`src/rtl/rv_isa_pkg.sv`:
```
// +--------------------------------------------------------------------------+
// | rv_isa_pkg : RV32 opcode/funct constants, op select, states, error codes |
// | Revision   : 1.0                                                         |
// +--------------------------------------------------------------------------+
`default_nettype none

package rv_isa_pkg;

  localparam logic [6:0] c_OPC_OP     = 7'h33;
  localparam logic [6:0] c_OPC_OP_IMM = 7'h13;
  localparam logic [6:0] c_OPC_LOAD   = 7'h03;
  localparam logic [6:0] c_OPC_JALR   = 7'h67;
  localparam logic [6:0] c_OPC_STORE  = 7'h23;
  localparam logic [6:0] c_OPC_JAL    = 7'h6F;
  localparam logic [6:0] c_OPC_BRANCH = 7'h63;
  localparam logic [6:0] c_OPC_AUIPC  = 7'h17;

  localparam logic [2:0] c_F3_ADD  = 3'b000;
  localparam logic [2:0] c_F3_AND  = 3'b111;
  localparam logic [2:0] c_F3_OR   = 3'b110;
  localparam logic [2:0] c_F3_SLL  = 3'b001;
  localparam logic [2:0] c_F3_SLT  = 3'b010;
  localparam logic [2:0] c_F3_SRL  = 3'b101;
  localparam logic [2:0] c_F3_LW   = 3'b010;
  localparam logic [2:0] c_F3_SW   = 3'b010;
  localparam logic [2:0] c_F3_JALR = 3'b000;
  localparam logic [2:0] c_F3_BEQ  = 3'b000;
  localparam logic [2:0] c_F3_BNE  = 3'b001;

  localparam logic [6:0] c_F7_BASE = 7'h00;
  localparam logic [6:0] c_F7_SUB  = 7'h20;
  localparam logic [6:0] c_F7_MUL  = 7'h01;

  typedef enum logic [3:0] {
    OP_ADD   = 4'd0,  OP_SUB  = 4'd1,  OP_AND  = 4'd2,  OP_OR   = 4'd3,
    OP_MUL   = 4'd4,  OP_ADDI = 4'd5,  OP_SLLI = 4'd6,  OP_SLTI = 4'd7,
    OP_SRLI  = 4'd8,  OP_LW   = 4'd9,  OP_SW   = 4'd10, OP_JALR = 4'd11,
    OP_JAL   = 4'd12, OP_BEQ  = 4'd13, OP_BNE  = 4'd14, OP_AUIPC = 4'd15
  } op_e;

  typedef enum logic [1:0] {
    ST_IDLE = 2'd0,
    ST_LOAD = 2'd1,
    ST_DONE = 2'd2,
    ST_ERR  = 2'd3
  } state_e;

  localparam logic [1:0] c_ERR_NONE  = 2'b00;
  localparam logic [1:0] c_ERR_RANGE = 2'b01;
  localparam logic [1:0] c_ERR_ALIGN = 2'b10;

endpackage

`default_nettype wire

```
`src/rtl/rv_field_pack.sv`:
```
// +--------------------------------------------------------------------------+
// | rv_field_pack : packs a symbolic request into an RV32 word + field checks |
// | Revision      : 1.0                                                      |
// +--------------------------------------------------------------------------+
`default_nettype none

module rv_field_pack
  import rv_isa_pkg::*;
(
  input  logic [3:0]  i_op,
  input  logic [4:0]  i_rd,
  input  logic [4:0]  i_rs1,
  input  logic [4:0]  i_rs2,
  input  logic [31:0] i_imm,
  output logic [31:0] o_word,
  output logic        o_range_err,
  output logic        o_align_err
);

  logic signed [31:0] w_simm;
  logic               w_i_ok;
  logic               w_sh_ok;
  logic               w_b_ok;
  logic               w_j_ok;

  assign w_simm  = $signed(i_imm);
  assign w_i_ok  = (w_simm >= -32'sd2048) && (w_simm <= 32'sd2047);
  assign w_sh_ok = (i_imm[31:5] == 27'd0);
  assign w_b_ok  = (w_simm >= -32'sd4096) && (w_simm <= 32'sd4094);
  assign w_j_ok  = (w_simm >= -32'sd1048576) && (w_simm <= 32'sd1048574);

  always_comb begin
    o_word      = '0;
    o_range_err = 1'b0;
    o_align_err = 1'b0;
    case (op_e'(i_op))
      OP_ADD:  o_word = {c_F7_BASE, i_rs2, i_rs1, c_F3_ADD, i_rd, c_OPC_OP};
      OP_SUB:  o_word = {c_F7_SUB,  i_rs2, i_rs1, c_F3_ADD, i_rd, c_OPC_OP};
      OP_AND:  o_word = {c_F7_BASE, i_rs2, i_rs1, c_F3_AND, i_rd, c_OPC_OP};
      OP_OR:   o_word = {c_F7_BASE, i_rs2, i_rs1, c_F3_OR,  i_rd, c_OPC_OP};
      OP_MUL:  o_word = {c_F7_MUL,  i_rs2, i_rs1, c_F3_ADD, i_rd, c_OPC_OP};
      OP_ADDI: begin
        o_word      = {i_imm[11:0], i_rs1, c_F3_ADD, i_rd, c_OPC_OP_IMM};
        o_range_err = !w_i_ok;
      end
      OP_SLTI: begin
        o_word      = {i_imm[11:0], i_rs1, c_F3_SLT, i_rd, c_OPC_OP_IMM};
        o_range_err = !w_i_ok;
      end
      OP_SLLI: begin
        o_word      = {c_F7_BASE, i_imm[4:0], i_rs1, c_F3_SLL, i_rd, c_OPC_OP_IMM};
        o_range_err = !w_sh_ok;
      end
      OP_SRLI: begin
        o_word      = {c_F7_BASE, i_imm[4:0], i_rs1, c_F3_SRL, i_rd, c_OPC_OP_IMM};
        o_range_err = !w_sh_ok;
      end
      OP_LW: begin
        o_word      = {i_imm[11:0], i_rs1, c_F3_LW, i_rd, c_OPC_LOAD};
        o_range_err = !w_i_ok;
      end
      OP_JALR: begin
        o_word      = {i_imm[11:0], i_rs1, c_F3_JALR, i_rd, c_OPC_JALR};
        o_range_err = !w_i_ok;
      end
      OP_SW: begin
        o_word      = {i_imm[11:5], i_rs2, i_rs1, c_F3_SW, i_imm[4:0], c_OPC_STORE};
        o_range_err = !w_i_ok;
      end
      OP_BEQ, OP_BNE: begin
        o_word      = {i_imm[12], i_imm[10:5], i_rs2, i_rs1,
                       (i_op == OP_BNE) ? c_F3_BNE : c_F3_BEQ,
                       i_imm[4:1], i_imm[11], c_OPC_BRANCH};
        o_range_err = !w_b_ok;
        o_align_err = i_imm[0];
      end
      OP_JAL: begin
        o_word      = {i_imm[20], i_imm[10:1], i_imm[11], i_imm[19:12], i_rd, c_OPC_JAL};
        o_range_err = !w_j_ok;
        o_align_err = i_imm[0];
      end
      OP_AUIPC: begin
        o_word      = {i_imm[31:12], i_rd, c_OPC_AUIPC};
        o_range_err = (i_imm[11:0] != 12'd0);
      end
    endcase
  end

endmodule

`default_nettype wire

```
`src/rtl/rv_program_encoder.sv`:
```
// +--------------------------------------------------------------------------+
// | rv_program_encoder : session FSM that encodes requests into imem writes  |
// | Revision           : 1.0                                                 |
// +--------------------------------------------------------------------------+
`default_nettype none

module rv_program_encoder
  import rv_isa_pkg::*;
#(
  parameter int ADDR_W    = 8,
  parameter int DEPTH     = 256,
  parameter int BASE_ADDR = 0
) (
  input  logic              clk,
  input  logic              reset,
  input  logic              start,
  input  logic              stop,
  input  logic              in_valid,
  output logic              in_ready,
  input  logic [3:0]        in_op,
  input  logic [4:0]        in_rd,
  input  logic [4:0]        in_rs1,
  input  logic [4:0]        in_rs2,
  input  logic [31:0]       in_imm,
  output logic              imem_we,
  output logic [ADDR_W-1:0] imem_addr,
  output logic [31:0]       imem_wdata,
  output logic              busy,
  output logic              done,
  output logic              err,
  output logic [1:0]        err_code,
  output logic [ADDR_W:0]   count
);

  localparam logic [ADDR_W:0]   c_DEPTH = (ADDR_W+1)'(DEPTH);
  localparam logic [ADDR_W-1:0] c_BASE  = ADDR_W'(BASE_ADDR);

  state_e              r_state;
  state_e              w_state_nxt;
  logic [ADDR_W-1:0]   r_addr;
  logic [ADDR_W:0]     r_count;
  logic                r_we;
  logic [31:0]         r_wdata;
  logic [1:0]          r_err_code;

  logic [31:0]         w_word;
  logic                w_range_err;
  logic                w_align_err;
  logic                w_bad;
  logic                w_accept;
  logic                w_last;
  logic                w_restart;
  logic [ADDR_W:0]     w_issued;

  rv_field_pack u_pack (
    .i_op        (in_op),
    .i_rd        (in_rd),
    .i_rs1       (in_rs1),
    .i_rs2       (in_rs2),
    .i_imm       (in_imm),
    .o_word      (w_word),
    .o_range_err (w_range_err),
    .o_align_err (w_align_err)
  );

  assign in_ready  = (r_state == ST_LOAD) && (r_count < c_DEPTH) && !stop;
  assign w_accept  = in_valid && in_ready;
  assign w_bad     = w_range_err || w_align_err;
  // Count lags the write pulse by a cycle, so include the in-flight write.
  assign w_issued  = r_count + {{ADDR_W{1'b0}}, r_we};
  assign w_last    = w_accept && !w_bad && (w_issued == c_DEPTH - 1'b1);
  assign w_restart = start && (r_state != ST_LOAD);

  always_comb begin
    w_state_nxt = r_state;
    case (r_state)
      ST_IDLE: if (start) w_state_nxt = ST_LOAD;
      ST_LOAD: begin
        if (w_accept && w_bad)   w_state_nxt = ST_ERR;
        else if (stop || w_last) w_state_nxt = ST_DONE;
      end
      ST_DONE: if (start) w_state_nxt = ST_LOAD;
      ST_ERR:  if (start) w_state_nxt = ST_LOAD;
    endcase
  end

  always_ff @(posedge clk) begin
    if (reset) begin
      r_state    <= ST_IDLE;
      r_addr     <= '0;
      r_count    <= '0;
      r_we       <= 1'b0;
      r_wdata    <= '0;
      r_err_code <= c_ERR_NONE;
    end else begin
      r_state <= w_state_nxt;
      r_we    <= w_accept && !w_bad;
      if (w_accept && !w_bad) r_wdata <= w_word;
      if (w_restart) begin
        r_addr     <= c_BASE;
        r_count    <= '0;
        r_err_code <= c_ERR_NONE;
      end else begin
        if (r_we) begin
          r_addr  <= r_addr + 1'b1;
          r_count <= r_count + 1'b1;
        end
        if (w_accept && w_bad)
          r_err_code <= w_range_err ? c_ERR_RANGE : c_ERR_ALIGN;
      end
    end
  end

  // Reset during the pulse cycle must keep the pending word out of memory.
  assign imem_we    = r_we && !reset;
  assign imem_addr  = r_addr;
  assign imem_wdata = r_wdata;
  assign busy       = (r_state == ST_LOAD);
  assign done       = (r_state == ST_DONE);
  assign err        = (r_state == ST_ERR);
  assign err_code   = r_err_code;
  assign count      = r_count;

endmodule

`default_nettype wire

```
`config.mk`:
```
export PLATFORM = sky130hd
export DESIGN_NAME = rv_program_encoder
export DESIGN_NICKNAME = d
export VERILOG_FILES = /design/src/rtl/rv_isa_pkg.sv /design/src/rtl/rv_field_pack.sv /design/src/rtl/rv_program_encoder.sv
export SDC_FILE = /design/constraint.sdc
export NUM_CORES = 1
export LEC_CHECK = 0
export BUFFER_PORTS_ARGS = -buffer_cell sky130_fd_sc_hd__buf_2
export CAP_MARGIN = 20
export CORE_UTILIZATION = 50
export DETAILED_ROUTE_END_ITERATION = 12
export GPL_TIMING_DRIVEN = 0
export PLACE_DENSITY = 0.8
export SYNTH_ARGS = -nofsm -noshare
export SYNTH_HDL_FRONTEND = slang
export SYNTH_SLANG_ARGS = --single-unit
```
`constraint.sdc`:
```
create_clock -name clk -period 2.89 [get_ports clk]
set_input_delay 0.867 -clock clk [delete_from_list [all_inputs] [get_ports clk]]
set_output_delay 0.867 -clock clk [all_outputs]
set_load 0.03 [all_outputs]
```
==> results.toml, run 1 <==
[timing]
setup_slack_ps = 160
fin_crit_ps = 2730
hold_viol_final = 0
finClkSkew_ps = 16.4
fin_crit_sh_pct = 94.5
relSlewSlack_pct = 52.1
worst_pin_slew_ps = 717
finalSetupViolations = 0
tns_ps = 0
fmax_mhz = 366
rsz0062_at_grt = "false"
final_max_slew_viol_count = 0

[critical_path]
regToRegEndpoint = "imem_wdata[24]"
r2r_cells = 7
crit_fanout = 10
path_class = "primary input to flop"
reg2reg_slack_ps = 790
crit_start = "in_imm[5]"
crit_arrival_ps = 2910
r2r_start = "count[8]"
startpoint_type = "primary input"
required_ps = 3070
cp-end-kind = "flop"
crit_end = "imem_wdata[24]"

[finish]
n_antenna_cell = 0
multi_input_area_mm2 = 0.00195
drive_above_1_share_pct = 30.6
num-fill-cells = 536
final_cells = 572
seqCellArea_mm2 = 0.00106
post-route-util_pct = 64.9
area_growth_pct = 22.8
final_nets = 556

[grt]
grt_use_total_pct = 29.1
grt_pass1_wl_mm = 14.8
antenna_found_initial = 0
grt_pass1_vias = 3002
grt_start_max_net_pins = 17
gr-total-overflow = 0

[routing]
drt.antenna.violating_nets = 0
vias_per_cell = 6.06
drt-wirelength-per-cell_um = 16.9
routed_wirelength_mm = 9.68
drc_errors = 0
drt_pass1_iterations = 5
dr_total_vias = 3465
dr.first_iter.drc_count = 238

[placement]
dp_cells = 564
numPortBuffers = 108
dp_slack_ps = -185
dp_hpwl_mm = 7.52
gp_congestion = 0.952

[synthesis]
async_flop_share_pct = 0
yosys.cell_count.top_type = "dfxtp_1"
netlist_top_cells_area = "dfxtp_1, a21oi_1, a211oi_2"
yosys_warnings = 0
synth-edff-count = 0
synth_cell_type_count = 57
synth_area_per_cell_um2 = 8.36
yosys.area.top_type_share_pct = 33.3
yosysSeqAreaShare_pct = 33.3
ys_top_cells_by_count = "dfxtp_1, a21oi_1, nor2_1"
netlist_instances = 381
ys_ff_latch = 53
syn_nets = 441
synthFlopType = "dfxtp_1"
yosys.area.top_type = "dfxtp_1"
synth_area_mm2 = 0.00318

[clock_tree]
numCtsBuffers = 5
clk_pin_slew_ps = 100
cts_sinks = 53
clockBufferDepth = 2
cts_tree = "yes"
htreeDepth = 2
root_buffer = "clkbuf_8"
clk_latency_ps = 330

[power]
powerDensity_mw_per_mm2 = 391
leakagePower_nw = 1.63
vdd_ir_drop_max_mv = 0.218
total_power_w = 0.00153

[worst_hold_path]
hp-class = "flop to flop"

[floorplan]
num_rows = 28
die_w_um = 81.8
dieArea_mm2 = 0.00669
coreArea_mm2 = 0.00603
die_h_um = 81.8
io_pins = 112
start_util_pct = 52.8

[job]
maxCapViolations = 0

[run_status]
outcome = "completed"
[layout make-up]
class | count | share of cell area (%)
multi-input combinational | 296 | 50.0
clock inverter | 2 | 0.352
tap | 75 | 2.40
inverter | 5 | 0.480
clock buffer | 6 | 1.86
buffer | 27 | 3.97
sequential | 53 | 27.1
timing repair buffer | 108 | 13.8
[logic make-up (layout without fill, tap and decap cells)]
family / after synthesis / in the layout / share of synthesized area (%)
flops: 53 / 53 / 33.3
buf+inv: 32 / 148 / 5.46
xor+xnor: 16 / 16 / 4.40
simple gates: 140 / 140 / 23.3
fa+ha+maj: 4 / 4 / 1.57
compound gates: 123 / 123 / 27.9
mux: 13 / 13 / 4.13
[critical path: stages]
cell and delay [ps]:
buf_2 120, nor4_1 470, nand4_1 180, o21ai_0 390, o311ai_2 290, nor2_4 280
buf_6 210, a211oi_1 90
[where the power goes]
part / switching (W) / leakage, nW / internal, W / total [W]
Clock: 0.000265 / 0.0456 / 0.000174 / 0.000439
Combinational: 0.000217 / 1.16 / 0.000119 / 0.000336
Sequential: 0.00000867 / 0.428 / 0.000744 / 0.000752
Total: 0.000491 / 1.63 / 0.00104 / 0.00153
[placed cells by master, fill, tap and decap left out, types with 9 or more instances in the layout]
cell type,count
a211oi_1,14
nor2_1,35
nand4_1,16
o21ai_0,21
nand2_1,26
xor2_1,12
nor2b_1,9
buf_2,112
clkbuf_1,15
a211oi_2,11
mux2i_1,12
a21oi_1,37
nand3_1,9
dfxtp_1,53
nor3_1,10
[worst min-delay path by stage]
stage / depth (start not counted) / start / endpoint
finish: 2 / err_code[0] / err_code[0]
floorplan: 2 / err_code[0] / err_code[0]
global placement: 2 / err_code[0] / err_code[0]
global route: 2 / err_code[0] / err_code[0]
detailed placement: 2 / err_code[0] / err_code[0]
CTS: 2 / err_code[0] / err_code[0]
[what timing repair did]
action / CTS / global route
endpoints found under the setup margin: 0 / 20
hold buffers: 0 / 0
resized for setup: 0 / 1
setup buffers: 0 / 0
endpoints found under the hold margin: 0 / 0
[through the flow]
step / hold WS, ps / instance area (um2)
floorplan: 585 / 3180
global placement: 460 / 3820
detailed placement: 471 / 3820
CTS: 484 / 3910
global route: 522 / 3910
finish: 486 / 3910
[flip-flops by register name, summed over array words and instances, names as in the netlist]
name / flops
imem_wdata: 31
count: 9
imem_addr: 8
err_code: 2
r_state: 2
r_we: 1
[layer usage]
metal	GRT usage, %	share of wire [%]	vias up
met3	4.67	8.0	23
met2	46.1	44	187
li1	-	-	1670
met1	40.0	46	1585
met5	0	0	-
met4	9.82	2.5	0
(Power assumes the default switching activity.)
==> run 2, diff against run 1 <==
==> constraint.sdc (replaced) <==
create_clock -name clk -period 2.89 [get_ports clk]
set_input_delay 0.4335 -clock clk [delete_from_list [all_inputs] [get_ports clk]]
set_output_delay 0.4335 -clock clk [all_outputs]
set_load 0.03 [all_outputs]
==> run 2 against run 1 <==
Effect of this change: flip-flop and latch count unchanged; final cell count unchanged; critical path type unchanged; highest routed layer unchanged; sequential share of layout area about the same; register-to-register slack worse by 100 ps; via count is essentially flat; clock power about the same.
==> results.toml, run 2 (synthesis gave the netlist of run 1 again) <==
[run_status]
outcome = "completed"

[critical_path]
cp.depth = 8
critPathBufInv = 2
critPathTopFamily = "simple AND/OR/NAND/NOR gates"
r2r_start = "count[8]"
r2r_cells = 7
crit_arrival_ps = 2540
startpoint_type = "primary input"
path_class = "primary input to flop"
regToRegEndpoint = "imem_wdata[24]"
cp-end-kind = "flop"
crit_end = "imem_wdata[24]"
max_stage_delay_ps = 470
crit_fanout = 10
reg2reg_slack_ps = 690
required_ps = 3060
slowest_stage = "nor4_1"
crit_start = "in_imm[5]"
worstPathCellList = "buf_2 > nor4_1 > nand4_1 > o21ai_0 > o311ai_2 > nor2_2 > buf_6 > a211oi_1"

[job]
maxCapViolations = 0

[clock_tree]
root_buffer = "clkbuf_8"
numCtsBuffers = 5
htreeDepth = 2
clk_pin_slew_ps = 110
cts_sinks = 53
clk_latency_ps = 320
hold_buffers = 0
clockBufferDepth = 2
cts_tree = "yes"
cts_resized = 0
cts_setup_buffers = 0

[timing]
fin_crit_ps = 2360
tns_ps = 0
worst_pin_slew_ps = 665
rsz0062_at_grt = "false"
hold_viol_final = 0
finalSetupViolations = 0
finClkSkew_ps = 14.8
fin_crit_sh_pct = 81.8
final_max_slew_viol_count = 0
relSlewSlack_pct = 55.6
fmax_mhz = 423

[power]
powerDensity_mw_per_mm2 = 390
p_sw_share_pct = 32.0
switchingPower_w = 0.000487
total_power_w = 0.00152
p_seq_share_pct = 49.4
vdd_ir_drop_max_mv = 0.218
pwr-share-comb_pct = 22.0
leakagePower_nw = 1.63
internal_power_w = 0.00104
clockPowerShare_pct = 28.6

[finish]
final_common_cell = "buf_2"
largest_register_ff_count = 31
area_growth_pct = 22.6
drive_above_1_share_pct = 30.6
final_area_mm2 = 0.00391
most-common-layout-cells = "buf_2, dfxtp_1, a21oi_1, nor2_1, nand2_1"
final_nets = 556
num-fill-cells = 537
n_antenna_cell = 0

[grt]
gr-total-overflow = 0
grt_pass1_vias = 3002
grt_pass1_wl_mm = 14.8
antenna_found_initial = 0
grt_use_total_pct = 29.1
grt_start_max_net_pins = 17

[floorplan]
num_rows = 28
start_util_pct = 52.8
coreArea_mm2 = 0.00603
die_h_um = 81.8
die_w_um = 81.8
dieArea_mm2 = 0.00669
io_pins = 112

[routing]
routed_wirelength_mm = 9.68
drc_errors = 0
dr_wl_met2_mm = 4.29
dr.max_layer_used = "met4"
drt.antenna.violating_nets = 0
dr_total_vias = 3468
drt-wirelength-per-cell_um = 16.9
vias_per_cell = 6.06
drt_pass1_iterations = 5
dr.first_iter.drc_count = 248
met3WireLength_um = 821
met1_length_mm = 4.34

[placement]
dpl_cell_area_mm2 = 0.00382
dp_hpwl_mm = 7.52
gp_congestion = 0.952
numPortBuffers = 108

[worst_hold_path]
hp-class = "primary input to flop"
run 2: cell count changes in the layout (fill, tap and decap cells not counted):
cell and delta:
nor2_2 +1, nor2_4 -1
run 2: power by group through the flow:
stage	combinational (W)	sequential (W)	clock, W
after floorplan	0.000182	0.000791	0
after global placement	0.000321	0.000768	0
after detailed placement	0.000327	0.000769	0
after CTS	0.000328	0.000752	0.000440
after global routing	0.000359	0.000754	0.000473
final	0.000335	0.000752	0.000436
run 2: worst reg2reg max path: cells and delay by family (launching register included):
family | cells | cell delay, ps
AND/OR/NAND/NOR | 4 | 1160
flip-flops | 1 | 360
AO/OA/AOI/OAI | 2 | 330
buffers and inverters | 1 | 230
run 2: through the flow:
step,cells,hold WS [ps],setup slack (ps),utilization (%)
floorplan,381,585,442,-
global placement,564,460,323,63.4
detailed placement,564,471,248,63.4
CTS,572,447,564,64.8
global route,572,461,377,64.8
finish,572,448,526,64.8
run 2: worst min-delay path by stage:
stage               cells past startpoint  slack [ps]              to   startpoint
finish                                  3         450  imem_wdata[15]    in_rs1[0]
global route                            3         460      r_state[0]         stop
CTS                                     3         450  imem_wdata[15]    in_rs1[0]
detailed placement                      2         470     err_code[0]  err_code[0]
global placement                        2         460     err_code[0]  err_code[0]
floorplan                               2         580     err_code[0]  err_code[0]
run 2: area by class of cell:
type | instances | area [um2] | share of cell area, %
clock inverter | 2 | 13.8 | 0.352
timing repair buffer | 108 | 541 | 13.8
inverter | 5 | 18.8 | 0.481
buffer | 27 | 155 | 3.97
sequential | 53 | 1060 | 27.2
multi-input combinational | 296 | 1950 | 49.9
clock buffer | 6 | 72.6 | 1.86
tap | 75 | 93.8 | 2.40
run 2: per-layer routing:
layer,vias to the layer above,track usage [%]
li1,1667,-
met5,-,0
met3,21,4.67
met4,0,9.82
met1,1593,40.0
met2,187,46.1
==> run 3, diff against run 2 <==
--- a/config.mk
+++ b/config.mk
@@ -7,10 +7,10 @@
 export LEC_CHECK = 0
 export BUFFER_PORTS_ARGS = -buffer_cell sky130_fd_sc_hd__buf_2
 export CAP_MARGIN = 20
-export CORE_UTILIZATION = 50
+export CORE_UTILIZATION = 45
 export DETAILED_ROUTE_END_ITERATION = 12
 export GPL_TIMING_DRIVEN = 0
-export PLACE_DENSITY = 0.8
+export PLACE_DENSITY = 0.76
 export SYNTH_ARGS = -nofsm -noshare
 export SYNTH_HDL_FRONTEND = slang
 export SYNTH_SLANG_ARGS = --single-unit
==> constraint.sdc (replaced) <==
create_clock -name clk -period 2 [get_ports clk]
set_input_delay 0.3 -clock clk [delete_from_list [all_inputs] [get_ports clk]]
set_output_delay 0.3 -clock clk [all_outputs]
set_load 0.03 [all_outputs]
==> run 3 against run 2 <==
Effect of this change: worst setup slack worse by 450 ps; flip-flop and latch count unchanged; wire length up 2.8%; power rose by 47%; non-clock buffer count rose by 3; final cell count grew 4.2%; first-iteration DRC count is 11% lower; sequential share of layout area down 1.5 points; register-to-register slack got worse by 540 ps; sequential power up 45%; die area increased by 11%; highest routed layer unchanged.
==> results.toml, run 3 (synthesis gave the netlist of run 1 again) <==
[timing]
holdWs_ps = 327
hold_viol_final = 0
finalSetupViolations = 0
fin_crit_ps = 1920
worst_pin_slew_ps = 704
final_max_slew_viol_count = 0
fmax_mhz = 520
rsz0062_at_grt = "true"
finClkSkew_ps = 4.88
relSlewSlack_pct = 53.1
fin_crit_sh_pct = 96.1

[finish]
most-common-layout-cells = "buf_2, dfxtp_1, a21oi_1, nor2_1, nand2_1"
largest_register_ff_count = 31
drive_above_1_share_pct = 36.2
final_nets = 559
n_antenna_cell = 0
final_common_cell = "buf_2"
final_cells = 596
post-route-util_pct = 60.7
area_growth_pct = 30.2

[grt]
use_met2_pct = 41.8
antenna_found_initial = 0
met1_usage_pct = 34.1
grt_pass1_vias = 3151
grt_util_met3_pct = 5.39
grt_use_total_pct = 26.0
grt_pass1_wl_mm = 15.2
top_usage_layer = "met2"
gr-total-overflow = 0
grt_start_max_net_pins = 19

[floorplan]
io_pins = 112
start_util_pct = 46.6
num_rows = 30
coreArea_mm2 = 0.00683
dieArea_mm2 = 0.00742
die_w_um = 86.1
die_h_um = 86.1

[power]
p_sw_share_pct = 32.5
clockPowerShare_pct = 28.5
internal_power_w = 0.00151
p_seq_share_pct = 48.5
pwr-share-comb_pct = 23.0
powerDensity_mw_per_mm2 = 540
switchingPower_w = 0.000728
leakagePower_nw = 1.68
total_power_w = 0.00224
vdd_ir_drop_max_mv = 0.295

[placement]
gp_congestion = 0.910
numPortBuffers = 108
dp_cells = 585
dp_hpwl_mm = 7.55

[clock_tree]
htreeDepth = 2
clk_pin_slew_ps = 100
cts_sinks = 53
clk_latency_ps = 310
root_buffer = "clkbuf_8"
clockBufferDepth = 2
numCtsBuffers = 5
cts_tree = "yes"

[routing]
drc_errors = 0
routed_wirelength_mm = 9.95
dr.first_iter.drc_count = 221
drt_pass1_iterations = 6
drt.antenna.violating_nets = 0
dr_total_vias = 3530
drt-wirelength-per-cell_um = 16.7
vias_per_cell = 5.92

[critical_path]
required_ps = 2170
crit_arrival_ps = 2090
startpoint_type = "primary input"
cp-end-kind = "flop"
path_class = "primary input to flop"
crit_fanout = 10

[run_status]
outcome = "completed"

[worst_hold_path]
hp-class = "primary input to flop"

[job]
maxCapViolations = 0
## run 3: cell types whose count changed in the layout (fill, tap and decap cells not counted), moves of 3 or more
cell	change
a211oi_1	-5
a211oi_2	+5
nor4_1	-5
nand2_1	-3
nand2_2	+3
nor3_1	-3
nor4_4	+3
o21ai_0	-3
## run 3: layer usage
layer	share of wire (%)	vias up	wire length, um
li1	-	1671	-
met1	43	1626	4290
met2	45	199	4520
met3	8.4	34	836
met4	3.0	0	300
met5	0	-	0
## run 3: per-stage QoR
step / setup slack [ps] / setup TNS, ps / area, um2
floorplan: -89.2 / -1560 / 3220
detailed placement: -509 / -13340 / 3880
global route: -32.9 / -127 / 4150
CTS: 1.49 / 0 / 4000
finish: 78.4 / 0 / 4150
global placement: -447 / -11420 / 3880
## run 3: critical path: stages
cell and delay, ps:
buf_2 140, nor4_2 320, nand3_2 260, a22oi_2 250
buf_4 150, o311ai_4 140, nor2_4 230, buf_6 200
a211oi_1 90
## run 3: path summary, 6_finish.rpt
| kind | from | end | slack (ps) | depth (start not counted) |
|---|---|---|---|---|
| max reg2reg | r_state[1] | imem_wdata[9] | 150 | 8 |
| max | in_imm[20] | imem_wdata[23] | 80 | 9 |
| min reg2reg | imem_wdata[5] | imem_wdata[5] | 480 | 2 |
| min | stop | r_state[0] | 330 | 3 |
## run 3: area by class of cell
class	count	area [um2]
Tap cell	96	120
Multi-Input combinational cell	296	2120
Sequential cell	53	1060
Buffer	27	160
Timing Repair Buffer	111	563
Clock inverter	3	25.0
Inverter	5	18.8
Clock buffer	5	68.8
Fill cell	628	2690
## run 3: power by group through the flow
stage	clock (W)	combinational, W	sequential, W
2_1_floorplan	0	0.000269	0.00114
3_3_place_gp	0	0.000472	0.00111
3_5_place_dp	0	0.000477	0.00111
4_1_cts	0.000645	0.000482	0.00109
5_1_grt	0.000696	0.000550	0.00109
6_report	0.000638	0.000515	0.00109
## run 3: repair_timing
| item | 4_1_cts | 5_1_grt |
|---|---|---|
| hold buffers | 0 | 0 |
| endpoints found under the setup margin | 20 | 28 |
| resized for setup | 6 | 23 |
| setup buffers | 0 | 3 |
| pin swaps | 0 | 5 |
